$ cat config.mk
export PLATFORM = sky130hd
export DESIGN_NAME = lambda2_inverse_permuter
export DESIGN_NICKNAME = d
export VERILOG_FILES = /design/src/rtl/osd_pkg.sv /design/src/rtl/lambda2_inverse_permuter.sv
export SDC_FILE = /design/constraint.sdc
export NUM_CORES = 1
export LEC_CHECK = 0
export BUFFER_PORTS_ARGS = -buffer_cell sky130_fd_sc_hd__clkbuf_2
export CAP_MARGIN = 10
export CORE_ASPECT_RATIO = 1.1
export CORE_MARGIN = 3
export CORE_UTILIZATION = 40
export CTS_BUF_LIST = sky130_fd_sc_hd__clkbuf_16
export DETAILED_ROUTE_END_ITERATION = 8
export GPL_TIMING_DRIVEN = 0
export SLEW_MARGIN = 10
export SYNTH_ARGS = -nofsm -noshare
export SYNTH_HDL_FRONTEND = slang
export SYNTH_SLANG_ARGS = --single-unit
export TNS_END_PERCENT = 1
$ cat constraint.sdc
create_clock -name clk -period 2.8 [get_ports clk]
set_input_delay 0.42 -clock clk [delete_from_list [all_inputs] [get_ports clk]]
set_output_delay 0.42 -clock clk [all_outputs]
set_load 0.05 [all_outputs]
$ cat src/rtl/osd_pkg.sv
// Shared OSD definitions: FSM state encoding, default code dimensions and an
// index-width helper used by the permutation stages.
package osd_pkg;

  typedef enum logic [1:0] {
    ST_IDLE    = 2'd0,
    ST_SCATTER = 2'd1,
    ST_DONE    = 2'd2
  } osd_state_e;

  localparam int unsigned OSD_N_DEF = 8;
  localparam int unsigned OSD_K_DEF = 4;

  // Width of one column index; never below 1 so degenerate N still elaborates.
  function automatic int unsigned idx_width(input int unsigned n);
    return (n < 2) ? 1 : $clog2(n);
  endfunction

endpackage

$ cat src/rtl/lambda2_inverse_permuter.sv
// Inverse column permuter for the OSD decoder: scatters a permuted codeword back to
// original column order, one index per clock, and builds lambda2^-1. Optional
// malformed-permutation detection is compiled in with `define PERM_CHECK_EN.
module lambda2_inverse_permuter
  import osd_pkg::*;
#(
  parameter int unsigned N     = OSD_N_DEF,
  parameter int unsigned K     = OSD_K_DEF,
  parameter int unsigned IDX_W = idx_width(N)
) (
  input  logic               clk,
  input  logic               rst,
  input  logic               in_valid,
  output logic               in_ready,
  input  logic [N*IDX_W-1:0] lambda2_flat,
  input  logic [N-1:0]       cw_perm,
  output logic               out_valid,
  input  logic               out_ready,
  output logic [N-1:0]       cw_orig,
  output logic [N*IDX_W-1:0] inv_lambda2_flat,
  output logic               busy
`ifdef PERM_CHECK_EN
  ,
  output logic               perm_err
`endif
);

  localparam int unsigned    CNT_W    = IDX_W + 1;
  localparam logic [CNT_W-1:0] CNT_LAST = CNT_W'(N - 1);

  // K only describes the code; an empty scope marks a configuration with K > N.
  if (K > N) begin : g_k_exceeds_n
  end

  osd_state_e        state_q, state_d;
  logic [CNT_W-1:0]  cnt_q, cnt_d;
  logic [IDX_W-1:0]  lam_q [N];
  logic [IDX_W-1:0]  lam_d [N];
  logic [N-1:0]      cwp_q, cwp_d;
  logic [N-1:0]      cw_orig_q, cw_orig_d;
  logic [IDX_W-1:0]  inv_q [N];
  logic [IDX_W-1:0]  inv_d [N];

  logic [IDX_W-1:0]  cur_idx;
  logic              cur_bit;
  logic              idx_ok;

  assign cur_idx = lam_q[cnt_q[IDX_W-1:0]];
  assign cur_bit = cwp_q[cnt_q[IDX_W-1:0]];
  assign idx_ok  = (32'(cur_idx) < N);

`ifdef PERM_CHECK_EN
  logic [N-1:0] seen_q, seen_d;
  logic         perm_err_q, perm_err_d;
`endif

  // NOTE: all state is written with <= here; the comb block below uses = only.
  // NOTE: the index arrays are reset too, so a fresh result can never expose
  // values left over from an aborted request.
  always_ff @(posedge clk or posedge rst) begin
    if (rst) begin
      state_q   <= ST_IDLE;
      cnt_q     <= '0;
      cwp_q     <= '0;
      cw_orig_q <= '0;
      for (int i = 0; i < N; i++) begin
        lam_q[i] <= '0;
        inv_q[i] <= '0;
      end
`ifdef PERM_CHECK_EN
      seen_q     <= '0;
      perm_err_q <= 1'b0;
`endif
    end else begin
      state_q   <= state_d;
      cnt_q     <= cnt_d;
      cwp_q     <= cwp_d;
      cw_orig_q <= cw_orig_d;
      lam_q     <= lam_d;
      inv_q     <= inv_d;
`ifdef PERM_CHECK_EN
      seen_q     <= seen_d;
      perm_err_q <= perm_err_d;
`endif
    end
  end

  // NOTE: every variable gets its hold value first, so no path can infer a latch.
  always_comb begin
    state_d   = state_q;
    cnt_d     = cnt_q;
    cwp_d     = cwp_q;
    cw_orig_d = cw_orig_q;
    lam_d     = lam_q;
    inv_d     = inv_q;
`ifdef PERM_CHECK_EN
    seen_d     = seen_q;
    perm_err_d = perm_err_q;
`endif

    unique case (state_q)
      ST_IDLE: begin
        if (in_valid) begin
          for (int i = 0; i < N; i++) begin
            lam_d[i] = lambda2_flat[i*IDX_W +: IDX_W];
            inv_d[i] = '0;
          end
          cwp_d     = cw_perm;
          cw_orig_d = '0;
          cnt_d     = '0;
          state_d   = ST_SCATTER;
`ifdef PERM_CHECK_EN
          seen_d     = '0;
          perm_err_d = 1'b0;
`endif
        end
      end

      ST_SCATTER: begin
        // Later positions overwrite earlier ones on duplicate indices.
        if (idx_ok) begin
          cw_orig_d[cur_idx] = cur_bit;
          inv_d[cur_idx]     = cnt_q[IDX_W-1:0];
        end
`ifdef PERM_CHECK_EN
        if (!idx_ok || seen_q[cur_idx]) begin
          perm_err_d = 1'b1;
        end
        if (idx_ok) begin
          seen_d[cur_idx] = 1'b1;
        end
`endif
        cnt_d = cnt_q + 1'b1;
        if (cnt_q == CNT_LAST) begin
          state_d = ST_DONE;
        end
      end

      ST_DONE: begin
        if (out_ready) begin
          state_d = ST_IDLE;
        end
      end

      default: state_d = ST_IDLE;
    endcase
  end

  assign in_ready  = (state_q == ST_IDLE);
  assign out_valid = (state_q == ST_DONE);
  assign busy      = (state_q != ST_IDLE);
  assign cw_orig   = cw_orig_q;

  always_comb begin
    inv_lambda2_flat = '0;
    for (int i = 0; i < N; i++) begin
      inv_lambda2_flat[i*IDX_W +: IDX_W] = inv_q[i];
    end
  end

`ifdef PERM_CHECK_EN
  assign perm_err = perm_err_q;
`endif

endmodule

==> impl_metrics.ini, run 1 <==
[placed_design]
dpl.hpwl_um = 4779
preCtsSetupSlack_ns = 0.4913
routabilityCongestion = 0.7542
place.detailed.instances = 409
io_buffer_count = 70

[status]
outcome = complete, no violations

[worst_setup_path]
crit_path_end_kind = flop
worst_setup_path_start_kind = flop
worstPathArrival_ns = 2.55
critPathKind = flop to flop
ff2ff_path_depth = 4
timing.critical_path.required_ns = 3.04
crit_fanout = 6

[power]
power_density_nw_per_um2 = 1369
power_leakage_uw = 0.001912
ir_worst_vdd_mv = 0.8385

[drt]
post_drt_wl_per_cell_um = 15.50
drt-vias-per-instance = 4.979
route.detailed.drc = 0
antenna_left = 0
detailed_routing_iterations_pass_1 = 4
finalWirelength_um = 6574
routed-via-count = 2111
drt-initial-drc-count = 63

[synth]
synth_compound_area_share_pct = 3.501
postSynthRegisterBits = 70
synth.most_common_cell = sky130_fd_sc_hd__dfrtp_1
post_synth_fa_ha_maj_area_fraction_pct = 0.3934
synth.distinct_cells = 28
dominant_combinational_cell_family_by_area_after_synthesis = multiplexers
syn-mean-instance-area_um2 = 13.65
yosysWarnings = 0
synth_area_um2 = 3181
synthesis.nets = 270
post_synth_mux_area_share_pct = 27.93
ys_seq_area_share_pct = 55.07
dominantRegCellSynth = sky130_fd_sc_hd__dfrtp_1
synth_simple_gate_area_share_pct = 10.15
synth_xor_area_share_pct = 0.2754
ys_top_cells_by_count = sky130_fd_sc_hd__dfrtp_1, sky130_fd_sc_hd__mux2_2, sky130_fd_sc_hd__nand2_1
post_synth_inst_count = 233
synth-edff-count = 0
synth.area.top_cells = sky130_fd_sc_hd__dfrtp_1, sky130_fd_sc_hd__mux2_2, sky130_fd_sc_hd__mux2i_1
synth_top_area_cell = sky130_fd_sc_hd__dfrtp_1
async_flop_share_pct = 100.0
netlist.area_leader.share_pct = 55.07

[layout]
multi_input_comb_area_um2 = 1344
post-route-util_pct = 51.78
final_cells = 424
n_fill_cell = 736
area.sequential_um2 = 1752
area_growth_syn_to_layout_pct = 23.68
num_antenna_cells = 0
drive_above_1_share_pct = 39.81
final_net_count = 352

[sta]
skew_ns = 0.005052
rsz_0062_raised_after_global_routing = no
timing.final.crit_share_pct = 82.46
timing.slew.headroom_pct = 61.55
setup_viol_count_final = 0
clock.fmax_mhz = 433.1
period_minus_slack_ns = 2.309
worst_slack_ns = 0.4912
timing.final.max_slew_violations = 0
final-hold-violation-count = 0
setup_tns_ns = 0
worstMarginPinSlew_ns = 0.5767

[flow_run]
max_cap_viol = 0

[clock_network]
cts.sinks = 70
post-cts-setup-buffers = 0
tritoncts = yes
cts.hold.buffers_added = 0
clkLatencyLatePin_ns = 0.33
cts.root.buffer_cell = sky130_fd_sc_hd__clkbuf_16
post_cts_resized = 0
tritoncts.num_buffers = 9
ctsLongestPathBuffers = 2
htree_levels = 3
clkSlewWorstSetupHoldPaths_ns = 0.05

[floorplanning]
core_area_um2 = 7597
height_of_the_die_um = 99.52
chip_width_um = 91.02
fp.dieArea_um2 = 9058
num_io_pins = 71
rows = 33
starting_density_of_the_core_pct = 41.86

[global_route]
met2_track_usage_gr_pct = 24.86
overflow = 0
grt_antenna_before_repair = 0
wire_length_of_the_first_global_routing_pass_um = 11260
maximum_number_of_pins_on_one_net_before_global_route_repair = 42
grt.total_usage_pct = 16.08
grt_pass1_vias = 2261
gr-usage-met3_pct = 3.782
globalRoute.busiestLayer = met2
groute.layer.met1.usage_pct = 21.14

[min_path]
hold_removal_path_class = input pin to async pin
==> cells in the final DEF (no fill, tap or decap), drive strengths merged, types with 3 or more instances in the layout <==
cell type | synthesis | layout
a32o | 4 | 4
clkinv | 0 | 3
nand3 | 3 | 3
o21ai | 3 | 3
mux4 | 7 | 7
nor2 | 6 | 6
inv | 6 | 9
dfrtp | 70 | 70
clkbuf | 4 | 83
mux2i | 30 | 30
mux2 | 34 | 34
buf | 8 | 9
nand4 | 5 | 5
nand2 | 34 | 34
o2bb2ai | 4 | 4
nor4 | 4 | 4
==> routing by layer <==
layer / up-vias / share of wire (%)
li1: 1008 / -
met1: 1034 / 46
met2: 60 / 47
met3: 9 / 5.6
met4: 0 / 2.0
met5: - / 0
==> final timing paths <==
kind | slack [ns] | end | start
min | 0.07 | inv_lambda2_flat[13] | rst
min reg2reg | 0.50 | lam_q[8] | lam_q[8]
min in group clk | 0.27 | state_q[1] | out_ready
max | 0.49 | inv_lambda2_flat[16] | cnt_q[0]
max reg2reg | 0.49 | inv_lambda2_flat[16] | cnt_q[0]
max in group asynchronous | 2.19 | cnt_q[1] | rst
==> power by group <==
group | internal [µW] | switching [µW]
Combinational | 1060 | 1690
Sequential | 1440 | 230
Clock | 576 | 396
Total | 3070 | 2320
==> cells by family after synthesis <==
family	Yosys count
AO/OA/AOI/OAI	14
XOR/XNOR	1
adder cells (fa/ha/maj)	1
buffers and inverters	18
flip-flops	70
multiplexers	71
AND/OR/NAND/NOR	58
==> metrics by stage <==
step / instance area [µm²] / total power, µW / hold slack, ns
after global placement: 3662 / 4411 / 0.4794
after detailed placement: 3685 / 4459 / 0.4313
final: 3934 / 5387 / 0.07002
after global routing: 3934 / 5764 / 0.09484
after CTS: 3934 / 5454 / 0.07959
after floorplan: 3181 / 3873 / 0.4704
==> state kept, by name, summed over array words and instances (netlist names) <==
register	flops
state_q	2
cw_orig	8
inv_lambda2_flat	24
cwp_q	8
cnt_q	4
lam_q	24
==> critical path, cell delays in order, from the launching register on <==
cell,delay (ns)
sky130_fd_sc_hd__dfrtp_1,0.49
sky130_fd_sc_hd__mux4_1,0.66
sky130_fd_sc_hd__mux2_2,0.38
sky130_fd_sc_hd__nor4_4,0.42
sky130_fd_sc_hd__mux2i_1,0.26
==> final cells by class <==
class | instances | share of cell area [%]
Tap cell | 105 | 3.340
Clock inverter | 6 | 0.6043
Buffer | 12 | 1.590
Sequential cell | 70 | 44.53
Multi-Input combinational cell | 145 | 34.16
Clock buffer | 9 | 5.725
Timing Repair Buffer | 71 | 9.415
Inverter | 6 | 0.6361
Note: power is estimated with default switching activity, not from simulation.
==> run 2: changes to the inputs <==
==> constraint.sdc (replaced) <==
create_clock -name clk -period 2.2 [get_ports clk]
set_input_delay 0.33 -clock clk [delete_from_list [all_inputs] [get_ports clk]]
set_output_delay 0.33 -clock clk [all_outputs]
set_load 0.05 [all_outputs]
==> impl_metrics.ini, run 2 (synthesis gave the netlist of run 1 again) <==
[sta]
worstMarginPinSlew_ns = 0.5493
hold_slack_ns = 0.1845
skew_ns = 0.003922
period_minus_slack_ns = 2.208
worst_slack_ns = -0.008119
timing.final.crit_share_pct = 100.4
rsz_0062_raised_after_global_routing = yes
timing.final.max_slew_violations = 0
clock.fmax_mhz = 452.9
timing.slew.headroom_pct = 63.38
final-hold-violation-count = 0
setup_viol_count_final = 1

[global_route]
grt.total_usage_pct = 16.14
maximum_number_of_pins_on_one_net_before_global_route_repair = 42
overflow = 0
wire_length_of_the_first_global_routing_pass_um = 11330
grt_antenna_before_repair = 0
grt_pass1_vias = 2283

[clock_network]
clkSlewWorstSetupHoldPaths_ns = 0.05
cts.root.buffer_cell = sky130_fd_sc_hd__clkbuf_16
htree_levels = 3
clkLatencyLatePin_ns = 0.33
tritoncts.num_buffers = 9
tritoncts = yes
ctsLongestPathBuffers = 2
cts.sinks = 70

[power]
ir_worst_vdd_mv = 1.066
internal-power_uw = 3967
p_clk_share_pct = 17.9
comb_power_share_pct = 51.4
power.net_switching_uw = 2963
power.share.switching_pct = 42.75
p_seq_share_pct = 30.7
post-layout-total-power_uw = 6929
power_density_nw_per_um2 = 1748
power_leakage_uw = 0.001929

[drt]
detailed_routing_iterations_pass_1 = 4
drt-initial-drc-count = 76
antenna_left = 0
drt-vias-per-instance = 4.981
post_drt_wl_per_cell_um = 15.47
route.detailed.drc = 0
finalWirelength_um = 6605
routed-via-count = 2127

[layout]
area_growth_syn_to_layout_pct = 24.63
final_area_um2 = 3964
n_fill_cell = 734
post-route-util_pct = 52.17
multi_input_comb_area_um2 = 1344
final_net_count = 355
most_frequent_standard_cell_in_the_layout_excluding_fill_and_tap_cells = sky130_fd_sc_hd__clkbuf_2
area.sequential_um2 = 1753
num_antenna_cells = 0
drive_above_1_share_pct = 40.99
highest_count_cells_in_the_layout_ignoring_fill_and_taps = sky130_fd_sc_hd__clkbuf_2, sky130_fd_sc_hd__dfrtp_1, sky130_fd_sc_hd__nand2_1

[worst_setup_path]
worst_path_largest_cell_delay_ns = 0.64
crit_fanout = 6
crit_path_end_kind = flop
worst_setup_path_start_kind = flop
crit_path_cell_trace = mux4_1, mux2i_4, nand4_1, a32o_1
path_buf_inv = 0
slowest_stage = sky130_fd_sc_hd__mux4_1
critPathKind = flop to flop
critical_path.top_delay_family = multiplexers
worstPathArrival_ns = 2.43
timing.critical_path.required_ns = 2.42

[floorplanning]
fp.dieArea_um2 = 9058
core_area_um2 = 7597
rows = 33
starting_density_of_the_core_pct = 41.86
height_of_the_die_um = 99.52
chip_width_um = 91.02
num_io_pins = 71

[status]
violations = negative setup slack
outcome = complete, but fails checks

[placed_design]
io_buffer_count = 70
routabilityCongestion = 0.7542
dpl-instance-area_um2 = 3685
dpl.hpwl_um = 4779
preCtsSetupSlack_ns = -0.1087

[flow_run]
max_cap_viol = 0

[min_path]
hold_removal_path_class = input pin to flop
[run 2: cell type report]
cell class                 count  area share, %
timing repair buffer          74          9.975
sequential                    70          44.22
multi-input combinational    145          33.90
clock inverter                 6         0.5997
clock buffer                   9          5.682
buffer                        12          1.673
tap                          105          3.314
inverter                       6         0.6313
[run 2: what timing repair did]
action                     CTS  global route
setup buffers                1             1
resized for setup            4             1
pin swaps                    1             2
hold buffers                 1             0
hold endpoints to repair    29             0
setup endpoints to repair   16            17
cloned                       0             0
[run 2: worst register-to-register path, stage by stage, from the launching register on]
cell and delay [ns]:
sky130_fd_sc_hd__dfrtp_2 0.44, sky130_fd_sc_hd__mux4_1 0.64, sky130_fd_sc_hd__mux2i_4 0.31, sky130_fd_sc_hd__nand4_1 0.34
sky130_fd_sc_hd__a32o_1 0.37
[run 2: path summary, 6_finish.rpt]
kind                           start                   end  slack [ns]  depth (start not counted)
setup / recovery            cnt_q[0]            cw_orig[4]      -0.008                          4
hold / removal             out_ready            state_q[1]        0.18                          2
setup reg to reg            cnt_q[0]            cw_orig[4]      -0.008                          4
hold reg to reg             lam_q[8]              lam_q[8]        0.50                          1
max in group asynchronous        rst              cnt_q[0]        1.10                          4
min in group asynchronous        rst  inv_lambda2_flat[13]        0.54                          3
[run 2: power by group through the flow]
stage | clock network [µW] | logic [µW] | registers [µW]
finish | 1240 | 3560 | 2130
global route | 1340 | 3870 | 2200
CTS | 1270 | 3580 | 2140
detailed placement | 0 | 3520 | 2150
global placement | 0 | 3480 | 2140
floorplan | 0 | 2260 | 2670
[run 2: routing by layer]
metal  wire, µm  share of wire, %  GRT usage [%]
met1       2999                45          21.23
met2       3085                47          24.97
met3        388               5.9          3.782
met4        131               2.0          8.353
met5          0                 0              0
[run 2: through the flow]
| stage | setup TNS [ns] | std cells |
|---|---|---|
| after floorplan | 0 | 233 |
| after global placement | -56.77 | 408 |
| after detailed placement | -0.4508 | 409 |
| after CTS | -0.004695 | 426 |
| after global routing | -0.4931 | 427 |
| final | -0.008119 | 427 |
==> run 3: changes to the inputs <==
--- a/config.mk
+++ b/config.mk
@@ -7,12 +7,15 @@
 export LEC_CHECK = 0
 export BUFFER_PORTS_ARGS = -buffer_cell sky130_fd_sc_hd__clkbuf_2
 export CAP_MARGIN = 10
+export CELL_PAD_IN_SITES_DETAIL_PLACEMENT = 0
+export CELL_PAD_IN_SITES_GLOBAL_PLACEMENT = 1
 export CORE_ASPECT_RATIO = 1.1
 export CORE_MARGIN = 3
 export CORE_UTILIZATION = 40
 export CTS_BUF_LIST = sky130_fd_sc_hd__clkbuf_16
 export DETAILED_ROUTE_END_ITERATION = 8
 export GPL_TIMING_DRIVEN = 0
+export PLACE_DENSITY_LB_ADDON = 0.1
 export SLEW_MARGIN = 10
 export SYNTH_ARGS = -nofsm -noshare
 export SYNTH_HDL_FRONTEND = slang
==> constraint.sdc (replaced) <==
create_clock -name clk -period 2.2 [get_ports clk]
set_input_delay 0.44 -clock clk [delete_from_list [all_inputs] [get_ports clk]]
set_output_delay 0.44 -clock clk [all_outputs]
set_load 0.05 [all_outputs]
==> impl_metrics.ini, run 3 (synthesis gave the netlist of run 1 again) <==
[sta]
final-hold-violation-count = 0
setup_tns_ns = 0
timing.final.max_slew_violations = 0
setup_viol_count_final = 0
timing.slew.headroom_pct = 62.88
timing.final.crit_share_pct = 99.76
clock.fmax_mhz = 455.6
worstMarginPinSlew_ns = 0.5568
period_minus_slack_ns = 2.195
rsz_0062_raised_after_global_routing = yes
skew_ns = 0.003761

[drt]
drt-initial-drc-count = 31
drt-vias-per-instance = 4.963
wirelength_met1_um = 2922
detail_route_met3_wl_um = 378
met2_wirelength_um = 3270
route.detailed.drc = 0
finalWirelength_um = 6703
antenna_left = 0
detailed_routing_iterations_pass_1 = 4
maxUsedRoutingLayer = met4
post_drt_wl_per_cell_um = 15.70
routed-via-count = 2119

[floorplanning]
height_of_the_die_um = 99.52
chip_width_um = 91.02
core_area_um2 = 7597
fp.dieArea_um2 = 9058
starting_density_of_the_core_pct = 41.86
num_io_pins = 71
rows = 33

[worst_setup_path]
r2r_start = cnt_q[0]
worstPathArrival_ns = 2.44
worst_setup_path_start_kind = flop
critPathKind = flop to flop
timing.critical_path.required_ns = 2.44
crit_fanout = 6
crit_path_end_kind = flop
timing.critical_path.from = cnt_q[0]

[flow_run]
max_cap_viol = 0

[placed_design]
dpl.hpwl_um = 4936
routabilityCongestion = 0.7116
io_buffer_count = 70
place.detailed.instances = 410

[power]
p_clk_share_pct = 17.2
comb_power_share_pct = 52.2
internal-power_uw = 4017
power_leakage_uw = 0.001930
ir_worst_vdd_mv = 1.043
power_density_nw_per_um2 = 1743
power.share.switching_pct = 42.32
p_seq_share_pct = 30.6
power.net_switching_uw = 2947

[clock_network]
clkSlewWorstSetupHoldPaths_ns = 0.05
cts.hold.buffers_added = 0
tritoncts.num_buffers = 9
cts.sinks = 70
ctsLongestPathBuffers = 2
tritoncts = yes
htree_levels = 3
clkLatencyLatePin_ns = 0.32
cts.root.buffer_cell = sky130_fd_sc_hd__clkbuf_16

[layout]
final_cells = 427
area_growth_syn_to_layout_pct = 25.65
n_fill_cell = 734
multi_input_comb_area_um2 = 1344
drive_above_1_share_pct = 42.24
final_net_count = 357
area.sequential_um2 = 1753
num_antenna_cells = 0
highest_count_cells_in_the_layout_ignoring_fill_and_taps = sky130_fd_sc_hd__clkbuf_2, sky130_fd_sc_hd__dfrtp_1, sky130_fd_sc_hd__nand2_1, sky130_fd_sc_hd__mux2_2, sky130_fd_sc_hd__mux2i_1
most_frequent_standard_cell_in_the_layout_excluding_fill_and_tap_cells = sky130_fd_sc_hd__clkbuf_2

[global_route]
overflow = 0
grt_pass1_vias = 2240
maximum_number_of_pins_on_one_net_before_global_route_repair = 32
grt.total_usage_pct = 16.36
wire_length_of_the_first_global_routing_pass_um = 11500
grt_antenna_before_repair = 0

[status]
outcome = complete, no violations

[min_path]
hold_removal_path_class = input pin to async pin
==> run 3: cell count changes in the layout (fill, tap and decap cells not counted), moves of 2 or more <==
cell                     change
sky130_fd_sc_hd__buf_6       -2
sky130_fd_sc_hd__buf_4       +2
sky130_fd_sc_hd__buf_12      +2
sky130_fd_sc_hd__inv_1       -4
==> run 3: routing by layer <==
layer / vias up / global-route usage (%)
li1: 1016 / -
met1: 1037 / 21.22
met2: 56 / 26.56
met3: 10 / 3.555
met4: 0 / 7.077
met5: - / 0
==> run 3: worst max-delay path, cell delays in order, from the launching register on <==
cell and delay [ns]:
sky130_fd_sc_hd__dfrtp_2 0.45, sky130_fd_sc_hd__mux4_1 0.64, sky130_fd_sc_hd__mux2_2 0.38, sky130_fd_sc_hd__nor4_4 0.42, sky130_fd_sc_hd__mux2i_1 0.23
==> run 3: what timing repair did <==
item                                   4_1_cts  5_1_grt
endpoints found under the hold margin        0        0
pin swaps                                    1        4
gates resized for setup                      2        5
setup endpoints to repair                   14       22
buffers inserted                             1        3
==> run 3: area by class of cell <==
| type | count | area share (%) |
|---|---|---|
| buffer | 12 | 1.972 |
| clock buffer | 9 | 5.636 |
| clock inverter | 4 | 0.4383 |
| inverter | 6 | 0.6575 |
| multi-input combinational | 145 | 33.63 |
| sequential | 70 | 43.86 |
| tap | 105 | 3.287 |
| timing repair buffer | 76 | 10.52 |
==> run 3: final timing paths <==
check                                       endpoint  slack, ns  cells after the start
min in group clk                            cnt_q[0]       0.30                      2
worst max register to register  inv_lambda2_flat[15]      0.005                      4
worst min-delay path                        lam_q[8]       0.12                      2
worst min register to register              cwp_q[2]       0.50                      1
worst max-delay path            inv_lambda2_flat[15]      0.005                      4
max in group asynchronous        inv_lambda2_flat[8]       1.59                      3
==> run 3: per-stage QoR <==
step	hold WS [ns]	power, µW	util (%)	worst slack, ns	instance area, µm²
5_1_grt	0.1537	7437	52.60	-0.09195	3996
6_report	0.1224	6964	52.60	0.005190	3996
2_1_floorplan	0.4704	4929	-	0.03134	3184
3_5_place_dp	0.4697	5705	48.78	-0.05578	3706
4_1_cts	0.1317	6969	52.12	0.001910	3960
3_3_place_gp	0.4797	5639	48.25	-0.05146	3666
==> run 3: power groups by stage <==
stage	Clock [µW]	Sequential (µW)	Combinational, µW
6_report	1200	2130	3640
5_1_grt	1290	2200	3940
4_1_cts	1240	2130	3600
3_5_place_dp	0	2150	3550
3_3_place_gp	0	2140	3500
2_1_floorplan	0	2670	2260
